**src/rtl/reaction_avg_if.sv**
```systemverilog
// Sample handshake, shared-adder operand bus and result outputs of reaction_avg_sequencer.
// Optional best-time outputs exist only when REACTION_BEST_TIME_EN is defined.
interface reaction_avg_if #(
    parameter int WIDTH     = 13,
    parameter int ACC_WIDTH = 15
);
    logic                 clear;
    logic                 sample_valid;
    logic [WIDTH-1:0]     sample_in;
    logic                 sample_ready;
    logic [2:0]           trial_count;
    logic [ACC_WIDTH-1:0] add_x;
    logic [ACC_WIDTH-1:0] add_y;
    logic [ACC_WIDTH-1:0] add_sum;
    logic                 busy;
    logic                 avg_valid;
    logic [WIDTH-1:0]     avg_out;
`ifdef REACTION_BEST_TIME_EN
    logic [WIDTH-1:0]     best_out;
    logic                 best_valid;
`endif

    // Sequencer side
    modport slave (
        input  clear, sample_valid, sample_in, add_sum,
        output sample_ready, trial_count, add_x, add_y, busy, avg_valid, avg_out
`ifdef REACTION_BEST_TIME_EN
        , output best_out, best_valid
`endif
    );

    // Game FSM / external adder side
    modport master (
        output clear, sample_valid, sample_in, add_sum,
        input  sample_ready, trial_count, add_x, add_y, busy, avg_valid, avg_out
`ifdef REACTION_BEST_TIME_EN
        , input best_out, best_valid
`endif
    );
endinterface

```
**src/rtl/reaction_avg_sequencer.sv**
```systemverilog
// Buffers four reaction-time samples, sums them through one shared external adder and
// outputs floor(sum/4). Define REACTION_BEST_TIME_EN to add a since-reset best-time tracker.
module reaction_avg_sequencer #(
    parameter int WIDTH       = 13,
    parameter int ACC_WIDTH   = 15,
    parameter int TRIALS_LOG2 = 2
) (
    input  logic           clk,
    input  logic           reset,
    reaction_avg_if.slave  bus
);
    localparam int TRIALS = 1 << TRIALS_LOG2;
    localparam logic [2:0]             LAST_TRIAL = 3'(TRIALS - 1);
    localparam logic [TRIALS_LOG2-1:0] LAST_IDX   = TRIALS_LOG2'(TRIALS - 1);

    typedef enum logic [1:0] {
        COLLECT = 2'd0,
        ACCUM   = 2'd1,
        DONE    = 2'd2
    } state_t;

    state_t                 state;
    state_t                 state_nxt;
    logic [2:0]             trial_count;
    logic [TRIALS_LOG2-1:0] idx;
    logic [ACC_WIDTH-1:0]   acc;
    logic [WIDTH-1:0]       sbuf [TRIALS];
    logic [WIDTH-1:0]       avg_q;
    logic                   avg_vld_q;
    logic                   accept;
    logic                   abort;
    logic                   sample_ready;
    logic                   busy;
    logic [ACC_WIDTH-1:0]   add_x;
    logic [ACC_WIDTH-1:0]   add_y;

    // Divide by the trial count with truncation: drop the low TRIALS_LOG2 bits.
    function automatic logic [WIDTH-1:0] avg_trunc(input logic [ACC_WIDTH-1:0] sum);
        return sum[WIDTH+TRIALS_LOG2-1:TRIALS_LOG2];
    endfunction

    assign abort  = bus.clear;
    assign accept = bus.sample_valid && (state == COLLECT) && !abort;

    always_ff @(posedge clk) begin
        if (reset || abort) begin
            state <= COLLECT;
        end else begin
            state <= state_nxt;
        end
    end

    always_comb begin
        state_nxt = state;
        case (state)
            COLLECT: if (accept && (trial_count == LAST_TRIAL)) state_nxt = ACCUM;
            ACCUM:   if (idx == LAST_IDX) state_nxt = DONE;
            DONE:    state_nxt = COLLECT;
            default: state_nxt = COLLECT;
        endcase
    end

    // Adder operands stay at zero outside ACCUM so the shared adder does not toggle.
    always_comb begin
        sample_ready = 1'b0;
        busy         = 1'b0;
        add_x        = '0;
        add_y        = '0;
        case (state)
            COLLECT: sample_ready = 1'b1;
            ACCUM: begin
                busy  = 1'b1;
                add_x = acc;
                add_y = ACC_WIDTH'(sbuf[idx]);
            end
            DONE:    busy = 1'b1;
            default: ;
        endcase
    end

    always_ff @(posedge clk) begin
        if (reset || abort) begin
            trial_count <= '0;
            idx         <= '0;
            acc         <= '0;
            avg_q       <= '0;
            avg_vld_q   <= 1'b0;
            for (int i = 0; i < TRIALS; i++) sbuf[i] <= '0;
        end else begin
            avg_vld_q <= 1'b0;
            case (state)
                COLLECT: begin
                    if (accept) begin
                        sbuf[trial_count[TRIALS_LOG2-1:0]] <= bus.sample_in;
                        trial_count <= trial_count + 3'd1;
                        idx         <= '0;
                        acc         <= '0;
                    end
                end
                ACCUM: begin
                    acc <= bus.add_sum;
                    idx <= idx + TRIALS_LOG2'(1);
                end
                DONE: begin
                    // Result and strobe register together so avg_out is stable while avg_valid is high.
                    avg_q       <= avg_trunc(acc);
                    avg_vld_q   <= 1'b1;
                    trial_count <= '0;
                end
                default: ;
            endcase
        end
    end

    assign bus.sample_ready = sample_ready;
    assign bus.busy         = busy;
    assign bus.add_x        = add_x;
    assign bus.add_y        = add_y;
    assign bus.trial_count  = trial_count;
    assign bus.avg_out      = avg_q;
    assign bus.avg_valid    = avg_vld_q;

`ifdef REACTION_BEST_TIME_EN
    logic [WIDTH-1:0] best_q;
    logic             best_vld_q;

    // Best time survives a session clear; only reset restarts it.
    always_ff @(posedge clk) begin
        if (reset) begin
            best_q     <= '1;
            best_vld_q <= 1'b0;
        end else if (accept) begin
            best_vld_q <= 1'b1;
            if (bus.sample_in < best_q) best_q <= bus.sample_in;
        end
    end

    assign bus.best_out   = best_q;
    assign bus.best_valid = best_vld_q;
`endif
endmodule

```
**src/flat_wrapper.sv**
```systemverilog
// flat-port wrapper written by rule: the top's interface ports become plain ports
module reaction_avg_sequencer_flat 
#(
    parameter int WIDTH       = 13,
    parameter int ACC_WIDTH   = 15,
    parameter int TRIALS_LOG2 = 2
)
  (clk, reset, bus_clear, bus_sample_valid, bus_sample_in, bus_add_sum, bus_sample_ready, bus_trial_count, bus_add_x, bus_add_y, bus_busy, bus_avg_valid, bus_avg_out);
  reaction_avg_if #(.WIDTH(WIDTH), .ACC_WIDTH(ACC_WIDTH)) bus_i ();
  input  logic clk;
  input  logic reset;
  input wire logic [$bits(bus_i.clear)-1:0] bus_clear;
  input wire logic [$bits(bus_i.sample_valid)-1:0] bus_sample_valid;
  input wire logic [$bits(bus_i.sample_in)-1:0] bus_sample_in;
  input wire logic [$bits(bus_i.add_sum)-1:0] bus_add_sum;
  output wire logic [$bits(bus_i.sample_ready)-1:0] bus_sample_ready;
  output wire logic [$bits(bus_i.trial_count)-1:0] bus_trial_count;
  output wire logic [$bits(bus_i.add_x)-1:0] bus_add_x;
  output wire logic [$bits(bus_i.add_y)-1:0] bus_add_y;
  output wire logic [$bits(bus_i.busy)-1:0] bus_busy;
  output wire logic [$bits(bus_i.avg_valid)-1:0] bus_avg_valid;
  output wire logic [$bits(bus_i.avg_out)-1:0] bus_avg_out;
  assign bus_i.clear = bus_clear;
  assign bus_i.sample_valid = bus_sample_valid;
  assign bus_i.sample_in = bus_sample_in;
  assign bus_i.add_sum = bus_add_sum;
  assign bus_sample_ready = bus_i.sample_ready;
  assign bus_trial_count = bus_i.trial_count;
  assign bus_add_x = bus_i.add_x;
  assign bus_add_y = bus_i.add_y;
  assign bus_busy = bus_i.busy;
  assign bus_avg_valid = bus_i.avg_valid;
  assign bus_avg_out = bus_i.avg_out;
  reaction_avg_sequencer #(.WIDTH(WIDTH), .ACC_WIDTH(ACC_WIDTH), .TRIALS_LOG2(TRIALS_LOG2)) u_core (.clk(clk), .reset(reset), .bus(bus_i));
endmodule
```
**config.mk**
```make
export PLATFORM = sky130hd
export DESIGN_NAME = reaction_avg_sequencer_flat
export DESIGN_NICKNAME = d
export VERILOG_FILES = /design/src/rtl/reaction_avg_if.sv /design/src/rtl/reaction_avg_sequencer.sv /design/src/flat_wrapper.sv
export SDC_FILE = /design/constraint.sdc
export NUM_CORES = 1
export LEC_CHECK = 0
export CORE_MARGIN = 8
export CORE_UTILIZATION = 40
export DETAILED_ROUTE_END_ITERATION = 8
export PLACE_DENSITY = 0.75
export SLEW_MARGIN = 20
export SYNTH_ARGS = -nofsm -noshare
export SYNTH_HDL_FRONTEND = slang
export SYNTH_SLANG_ARGS = --single-unit
export TNS_END_PERCENT = 100
```
**constraint.sdc**
```tcl
create_clock -name clk -period 1.75 [get_ports clk]
set_input_delay 0.35 -clock clk [delete_from_list [all_inputs] [get_ports clk]]
set_output_delay 0.35 -clock clk [all_outputs]
set_load 0.005 [all_outputs]
```
==> results_dict.tcl, run 1 <==
set metrics [dict create \
    ys_warn_count 0 \
    die-height_um 117 \
    antenna_cells 0 \
    grt_max_degree 27 \
    io_pins 81 \
    critPathSlowestCell "mux4_2" \
    gp_congestion 0.711 \
    grt_pass1_vias 3075 \
    num_vias 3057 \
    crit_buf_inv 2 \
    cts_tree "yes" \
    ys_ff_latch 90 \
    final_cell_mix "and2_1, edfxtp_1, clkdlybuf4s50_1" \
    avgViaCountPerCell 5.11 \
    drc 0 \
    cts.htree.levels 3 \
    setup_viol 50 \
    hold_viol_final 0 \
    mostFrequentLayoutCell "and2_1" \
    fillers 804 \
    die-area_sq_um 13800 \
    report.final.slew_viol_count 0 \
    cp.arrival_ns 1.66 \
    drv_cap 0 \
    insertion_delay_ns 0.35 \
    synth_top_area_cell "edfxtp_1" \
    path_cells "buf_12 -> mux4_2 -> and2_4 -> buf_6" \
    final_nets 496 \
    firstDrtPassIters 7 \
    clockBufferDepth 2 \
    slowest_delay_ns 0.51 \
    drive_gt1_share_pct 34.2 \
    area_delta_synth_final_pct 43.8 \
    ys_types 34 \
    root_buffer "clkbuf_8" \
    antenna_left 0 \
    synthTopCellsByArea "edfxtp_1, dfxtp_1, and2_1" \
    stdcell_count 598 \
    start_util_pct 40.5 \
    finalCritPeriodShare_pct 115 \
    grt.overflow.total 0 \
    fmax_mhz 497 \
    antenna_found_initial 0 \
    synthCells 338 \
    p_per_area_nw_per_um2 682 \
    totalWireLength_mm 10.7 \
    die_w_um 117 \
    status "complete, but fails checks" \
    finalClockSkew_ns 0.0131 \
    wl_per_cell_um 17.9 \
    dp_slack_ns -0.319 \
    dp.cells 555 \
    postSynthAreaPerCell_sq_um 12.2 \
    grt_pass1_wl_mm 16.1 \
    clk_pin_slew_ns 0.09 \
    syn_area_sq_um 4110 \
    worstSetupPathType "reg -> out" \
    path_max_fanout 6 \
    startpoint_type "flip-flop" \
    rows 37 \
    cts_buffers 9 \
    ys_seq_area_share_pct 56.5 \
    finalSetupTns_ns -4.31 \
    critPathCaptureType "primary output" \
    grt.total_usage_pct 14.6 \
    min_period_ns 2.01 \
    drt-initial-drc-count 159 \
    path_delay_family "multiplexers" \
    synth_top_cell_area_share_pct 38.0 \
    layout_setup_ws_ns -0.262 \
    violations "negative setup slack" \
    coreArea_sq_um 10100 \
    port_buffers 78 \
    crit_required_ns 1.40 \
    vdd_drop_max_mv 0.351 \
    clkSinkCount 90 \
    rsz0062_at_grt "true" \
    hpwl_mm 6.50 \
    hold_class "reg -> reg" \
    p_leak_nw 2.27 \
]
registers in the layout (all words and copies together) (netlist names), named ones only:
register,count
u_core.bus.avg_out,13
u_core.idx,2
u_core.state,2
u_core.bus.trial_count,3
u_core.bus.avg_valid,1
u_core.acc,15
u_core.sbuf,52
worst paths after layout:
kind                   startpoint           endpoint  slack, ns  depth (start not counted)
setup reg to reg  u_core.state[1]  u_core.sbuf[2][7]      -0.04                          7
setup / recovery        flip-flop       bus_add_y[1]      -0.26                          4
hold reg to reg     u_core.acc[0]      u_core.acc[0]       0.47                          2
hold / removal      u_core.acc[0]      u_core.acc[0]       0.47                          2
metal layers:
layer  vias up  routed length [um]  track usage (%)
met5         -                   0                0
met4         0                 133             4.79
met3        10                 566             3.79
met2        92                5570             25.2
met1      1505                4430             17.2
li1       1450                   -                -
area by class of cell:
type,count,area (sq um),share of cell area [%]
flip-flops and latches,90,2340,39.5
multi-input cells,219,1800,30.5
repair buffers,133,1370,23.3
clock buffers,12,176,2.99
well taps,136,170,2.88
clock inverters,4,31.3,0.530
inverters,4,15.0,0.254
cells by family (layout without fill, tap and decap cells):
logic type / Yosys count / count (layout) / synth area share, %
simple gates: 154 / 156 / 23.1
mux: 27 / 27 / 10.5
fa+ha+maj: 7 / 7 / 2.13
flops: 90 / 90 / 56.5
buf+inv: 32 / 153 / 3.93
compound gates: 27 / 27 / 3.62
other cells: 1 / 2 / 0.0913
cell usage after synthesis:
cell type / number
a21o_1: 1
a21boi_0: 1
mux2i_1: 14
or3b_1: 1
nand4_1: 18
a31oi_1: 3
o21ai_0: 10
or2_2: 1
nand3b_4: 1
conb_1: 1
clkbuf_1: 15
nor3b_1: 3
o211a_1: 1
dfxtp_1: 38
inv_1: 4
nand3_1: 17
or3_1: 1
buf_6: 2
or2b_1: 1
buf_2: 6
nand2b_1: 4
nand3b_1: 2
mux4_2: 13
nand2_1: 3
edfxtp_1: 52
o21ai_1: 7
nor2_1: 16
nor4_4: 1
and2_1: 82
a21oi_1: 4
nor4b_2: 2
nor2b_1: 1
ha_1: 7
buf_4: 5
power breakdown:
group	internal [W]	leakage, nW	switching, W
Combinational	0.000155	1.28	0.000134
Clock	0.000689	0.108	0.000737
Sequential	0.00229	0.889	0.0000195
worst register-to-register path: cells and delay by family (launching register included):
family | cells | cell delay (ns)
AND/OR/NAND/NOR | 3 | 0.62
buffers and inverters | 3 | 0.38
flip-flops | 1 | 0.34
adder cells (fa/ha/maj) | 1 | 0.14
what timing repair did:
item | 4_1_cts | 5_1_grt
gates resized for setup | 164 | 48
cloned | 5 | 4
hold buffers | 0 | 0
hold endpoints to repair | 0 | 0
setup buffers | 11 | 12
pin swaps | 13 | 4
endpoints found under the setup margin | 96 | 92
per-stage QoR:
step	total power, W	utilization, %	cell area [sq um]	hold slack [ns]
finish	0.00403	58.3	5910	0.472
global route	0.00417	58.3	5910	0.495
global placement	0.00261	51.5	5220	0.445
floorplan	0.00247	-	4130	0.435
CTS	0.00402	55.5	5620	0.464
detailed placement	0.00262	51.5	5220	0.451
No activity file was read; power rests on OpenSTA's default activity.
==> run 2: changes to the inputs <==
- PLACE_DENSITY: 0.75 -> unset
- PLACE_DENSITY_LB_ADDON: unset -> 0.08
==> run 2 against run 1 <==
  * The flow still finishes with violations (negative setup slack)
  * Register-to-register slack improved by 0.09 ns
  * Die area is the same
  * Global-route usage grew 0.10 points
  * Total power is 0.70% lower
  * Clock power hardly changed
  * First-iteration DRC count shrank 22%
  * Clock skew grew 0.0019 ns
  * Critical path type unchanged
  * Largest cell class unchanged
  * Via count decreased by 5.0%
  * Routed wire length is 7.6% lower
==> results_dict.tcl, run 2 (same netlist as run 1, synthesis figures left out) <==
set metrics [dict create \
    status "complete, but fails checks" \
    violations "negative setup slack" \
    p_per_area_nw_per_um2 702 \
    largest_reg_flops 52 \
    mostFrequentLayoutCell "and2_1" \
    clkSinkCount 90 \
    dp_slack_ns -0.304 \
    vdd_drop_max_mv 0.326 \
    rsz0062_at_grt "true" \
    die-height_um 117 \
    wl_per_cell_um 17.0 \
    io_pins 81 \
    min_period_ns 2.05 \
    insertion_delay_ns 0.35 \
    hpwl_mm 6.47 \
    final_nets 479 \
    port_buffers 78 \
    whs_ns 0.478 \
    rows 37 \
    totalWireLength_mm 9.89 \
    grt_pass1_vias 3103 \
    startpoint_type "flip-flop" \
    reg2reg_slack_ns 0.05 \
    layout_setup_ws_ns -0.304 \
    avgViaCountPerCell 5.00 \
    area_delta_synth_final_pct 38.8 \
    worstSetupPathType "reg -> out" \
    cp.arrival_ns 1.70 \
    drt-initial-drc-count 124 \
    cts_buffers 9 \
    grt.total_usage_pct 14.7 \
    path_max_fanout 4 \
    postCtsHoldBufs 0 \
    grt_max_degree 21 \
    drive_gt1_share_pct 30.6 \
    drc 0 \
    cts.htree.levels 3 \
    clk_pin_slew_ns 0.09 \
    antenna_cells 0 \
    final_cell_mix "and2_1, edfxtp_1, clkdlybuf4s50_1" \
    slew_headroom_pct 64.3 \
    hold_class "reg -> reg" \
    setup_viol 13 \
    die_w_um 117 \
    crit_required_ns 1.40 \
    cts_tree "yes" \
    drv_cap 0 \
    antenna_left 0 \
    coreArea_sq_um 10100 \
    largest_register "u_core.sbuf" \
    critPathCaptureType "primary output" \
    num_vias 2905 \
    start_util_pct 40.5 \
    finalPower_w 0.00400 \
    fmax_mhz 487 \
    finalCritPeriodShare_pct 117 \
    finalClockSkew_ns 0.0150 \
    clockBufferDepth 2 \
    p_leak_nw 2.16 \
    antenna_found_initial 0 \
    firstDrtPassIters 4 \
    grt_pass1_wl_mm 16.2 \
    root_buffer "clkbuf_8" \
    worst_pin_slew_ns 0.535 \
    hold_viol_final 0 \
    report.final.slew_viol_count 0 \
    die-area_sq_um 13800 \
    grt.overflow.total 0 \
    gp_congestion 0.748 \
]
run 2: layout make-up:
type                            count  area (sq um)
Fill cell                         837          4440
Sequential cell                    90          2340
Multi-Input combinational cell    218          1770
Timing Repair Buffer              117          1210
Clock buffer                       13           181
Tap cell                          136           170
Clock inverter                      3          18.8
Inverter                            4          17.5
run 2: stage by stage:
stage / cells / utilization (%) / cell area, sq um / TNS, ns
final: 581 / 56.2 / 5700 / -3.26
after global routing: 581 / 56.2 / 5700 / -4.52
after CTS: 582 / 56.2 / 5700 / -4.57
after detailed placement: 553 / 51.7 / 5240 / -21.17
after global placement: 553 / 51.7 / 5240 / -20.35
after floorplan: 339 / - / 4130 / 0
run 2: repair_timing:
action                                  CTS  global route
cloned                                    3             1
gates resized for setup                 152            38
setup buffers                            10             3
endpoints found under the setup margin   48            60
pin swaps                                15             1
run 2: power breakdown:
group / switching, W / total [W] / internal, W
combinational: 0.000126 / 0.000275 / 0.000149
clock: 0.000722 / 0.00141 / 0.000693
sequential: 0.0000188 / 0.00231 / 0.00229
total: 0.000867 / 0.00400 / 0.00313
run 2: final timing paths:
path | cells past startpoint | startpoint | to
hold reg to reg | 2 | u_core.acc[0] | u_core.acc[0]
hold / removal | 2 | u_core.acc[0] | u_core.acc[0]
setup reg to reg | 6 | u_core.state[1] | u_core.sbuf[2][7]
setup / recovery | 5 | flip-flop | bus_add_y[7]
run 2: layer usage:
layer | part of all wire [%] | wire length [um] | global-route usage, % | vias to the layer above
met1 | 45 | 4420 | 18.5 | 1431
li1 | - | - | - | 1402
met4 | 1.6 | 154 | 5.19 | 0
met2 | 49 | 4870 | 24.0 | 62
met5 | 0 | 0 | 0 | -
met3 | 4.4 | 437 | 3.55 | 10
run 2: critical path, cell delays in order, from the launching register on:
cell     delay (ns)
dfxtp_4        0.39
buf_12         0.11
buf_12         0.11
mux4_2         0.50
and2_4         0.15
buf_6          0.10
==> RTL change (settings of run 1) <==
`WIDTH` is set to 13 in 3 places; all go to 11.
--- a/src/rtl/reaction_avg_if.sv
+++ b/src/rtl/reaction_avg_if.sv
@@ -2,5 +2,5 @@
 // Optional best-time outputs exist only when REACTION_BEST_TIME_EN is defined.
 interface reaction_avg_if #(
-    parameter int WIDTH     = 13,
+    parameter int WIDTH     = 11,
     parameter int ACC_WIDTH = 15
 );
--- a/src/rtl/reaction_avg_sequencer.sv
+++ b/src/rtl/reaction_avg_sequencer.sv
@@ -2,5 +2,5 @@
 // outputs floor(sum/4). Define REACTION_BEST_TIME_EN to add a since-reset best-time tracker.
 module reaction_avg_sequencer #(
-    parameter int WIDTH       = 13,
+    parameter int WIDTH       = 11,
     parameter int ACC_WIDTH   = 15,
     parameter int TRIALS_LOG2 = 2
--- a/src/flat_wrapper.sv
+++ b/src/flat_wrapper.sv
@@ -2,5 +2,5 @@
 module reaction_avg_sequencer_flat 
 #(
-    parameter int WIDTH       = 13,
+    parameter int WIDTH       = 11,
     parameter int ACC_WIDTH   = 15,
     parameter int TRIALS_LOG2 = 2
Interface: changed (resized bus_avg_out and bus_sample_in); port bits go from 81 to 77. The function was not compared with the original's and may differ.
==> RTL change against run 1 <==
- the run still ends with negative setup slack left
- largest cell class unchanged
- area after synthesis shrank 8.3%
- routed wire length shrank 17%
- maximum frequency up 1.0%
- final area decreased by 14%
- count of clock-buffer cells in the layout is 1 lower
- sequential cell count shrank 10
- clock skew fell by 0.0017 ns
- total power down 12%
- setup slack gained 0.020 ns
==> RTL change: results (changes against run 1) <==
outcome finished with violations (unchanged); violated checks negative setup slack (unchanged); multi-input gate count 203 (was 219); Clk pin slew, worst setup/hold paths 0.07 ns (was 0.09 ns); maximum vdd drop 0.381 mV (was 0.351 mV); multi-input gate share of total cell area 0.319 (was 0.305); count of cell types in the netlist 39 (was 34); flops & latches, synth 80 (was 90); top post-synthesis cells by area edfxtp_1 35%, dfxtp_1 19%, and2_1 12% (was edfxtp_1 38%, dfxtp_1 19%, and2_1 12%); invs w/o clock 5 (was 4); placed cells 497 (was 555); buffers outside the clock class 105 (was 133); Clock-cell share 0.0360 (was 0.0352); Nets 441 (was 496); gp weighted congestion 0.753 (was 0.711); Compound-Gate Fraction of Synth Area 0.0545 (was 0.0362); vias in the first global route 2,755 (was 3,075); Final setup viols 20 (was 50); CP endpoint bus_add_y[10] (was bus_add_y[1]); final setup margin -0.242 ns (was -0.262 ns); R2R cell count 8 (was 7); sequential cell area share 0.404 (was 0.395); static leakage 1.95 nW (was 2.27 nW); Hold WS 0.488 ns (was 0.472 ns); Data buffer area share 0.210 (was 0.233); largest net degree at the start of global routing 26 (was 27)
[RTL change: changes by cell type in the layout (fill, tap and decap cells not counted), sizes merged, moves of 4 or more]
cell | run 1 | this run
buf | 80 | 56
edfxtp | 52 | 44
clkdlybuf4s50 | 48 | 44
and2 | 82 | 71
[RTL change: timing repair]
item	in CTS	in global routing
gates resized for setup	127	28
hold endpoints to repair	0	0
endpoints found under the setup margin	56	58
cloned	2	2
buffers inserted	2	2
pin swaps	12	2
[RTL change: layer usage]
layer	part of all wire	vias to the layer above	global-route usage
li1	-	1293	-
met1	0.43	1280	0.165
met2	0.48	76	0.230
met3	0.074	7	0.0495
met4	0.0097	0	0.0560
met5	0	-	0
[RTL change: report_power, final]
group	leakage, nW	switching (mW)	total [mW]	internal, mW
logic	1.07	0.116	0.245	0.129
registers	0.784	0.0204	2.05	2.03
clock network	0.0985	0.657	1.26	0.598
total	1.95	0.794	3.55	2.76
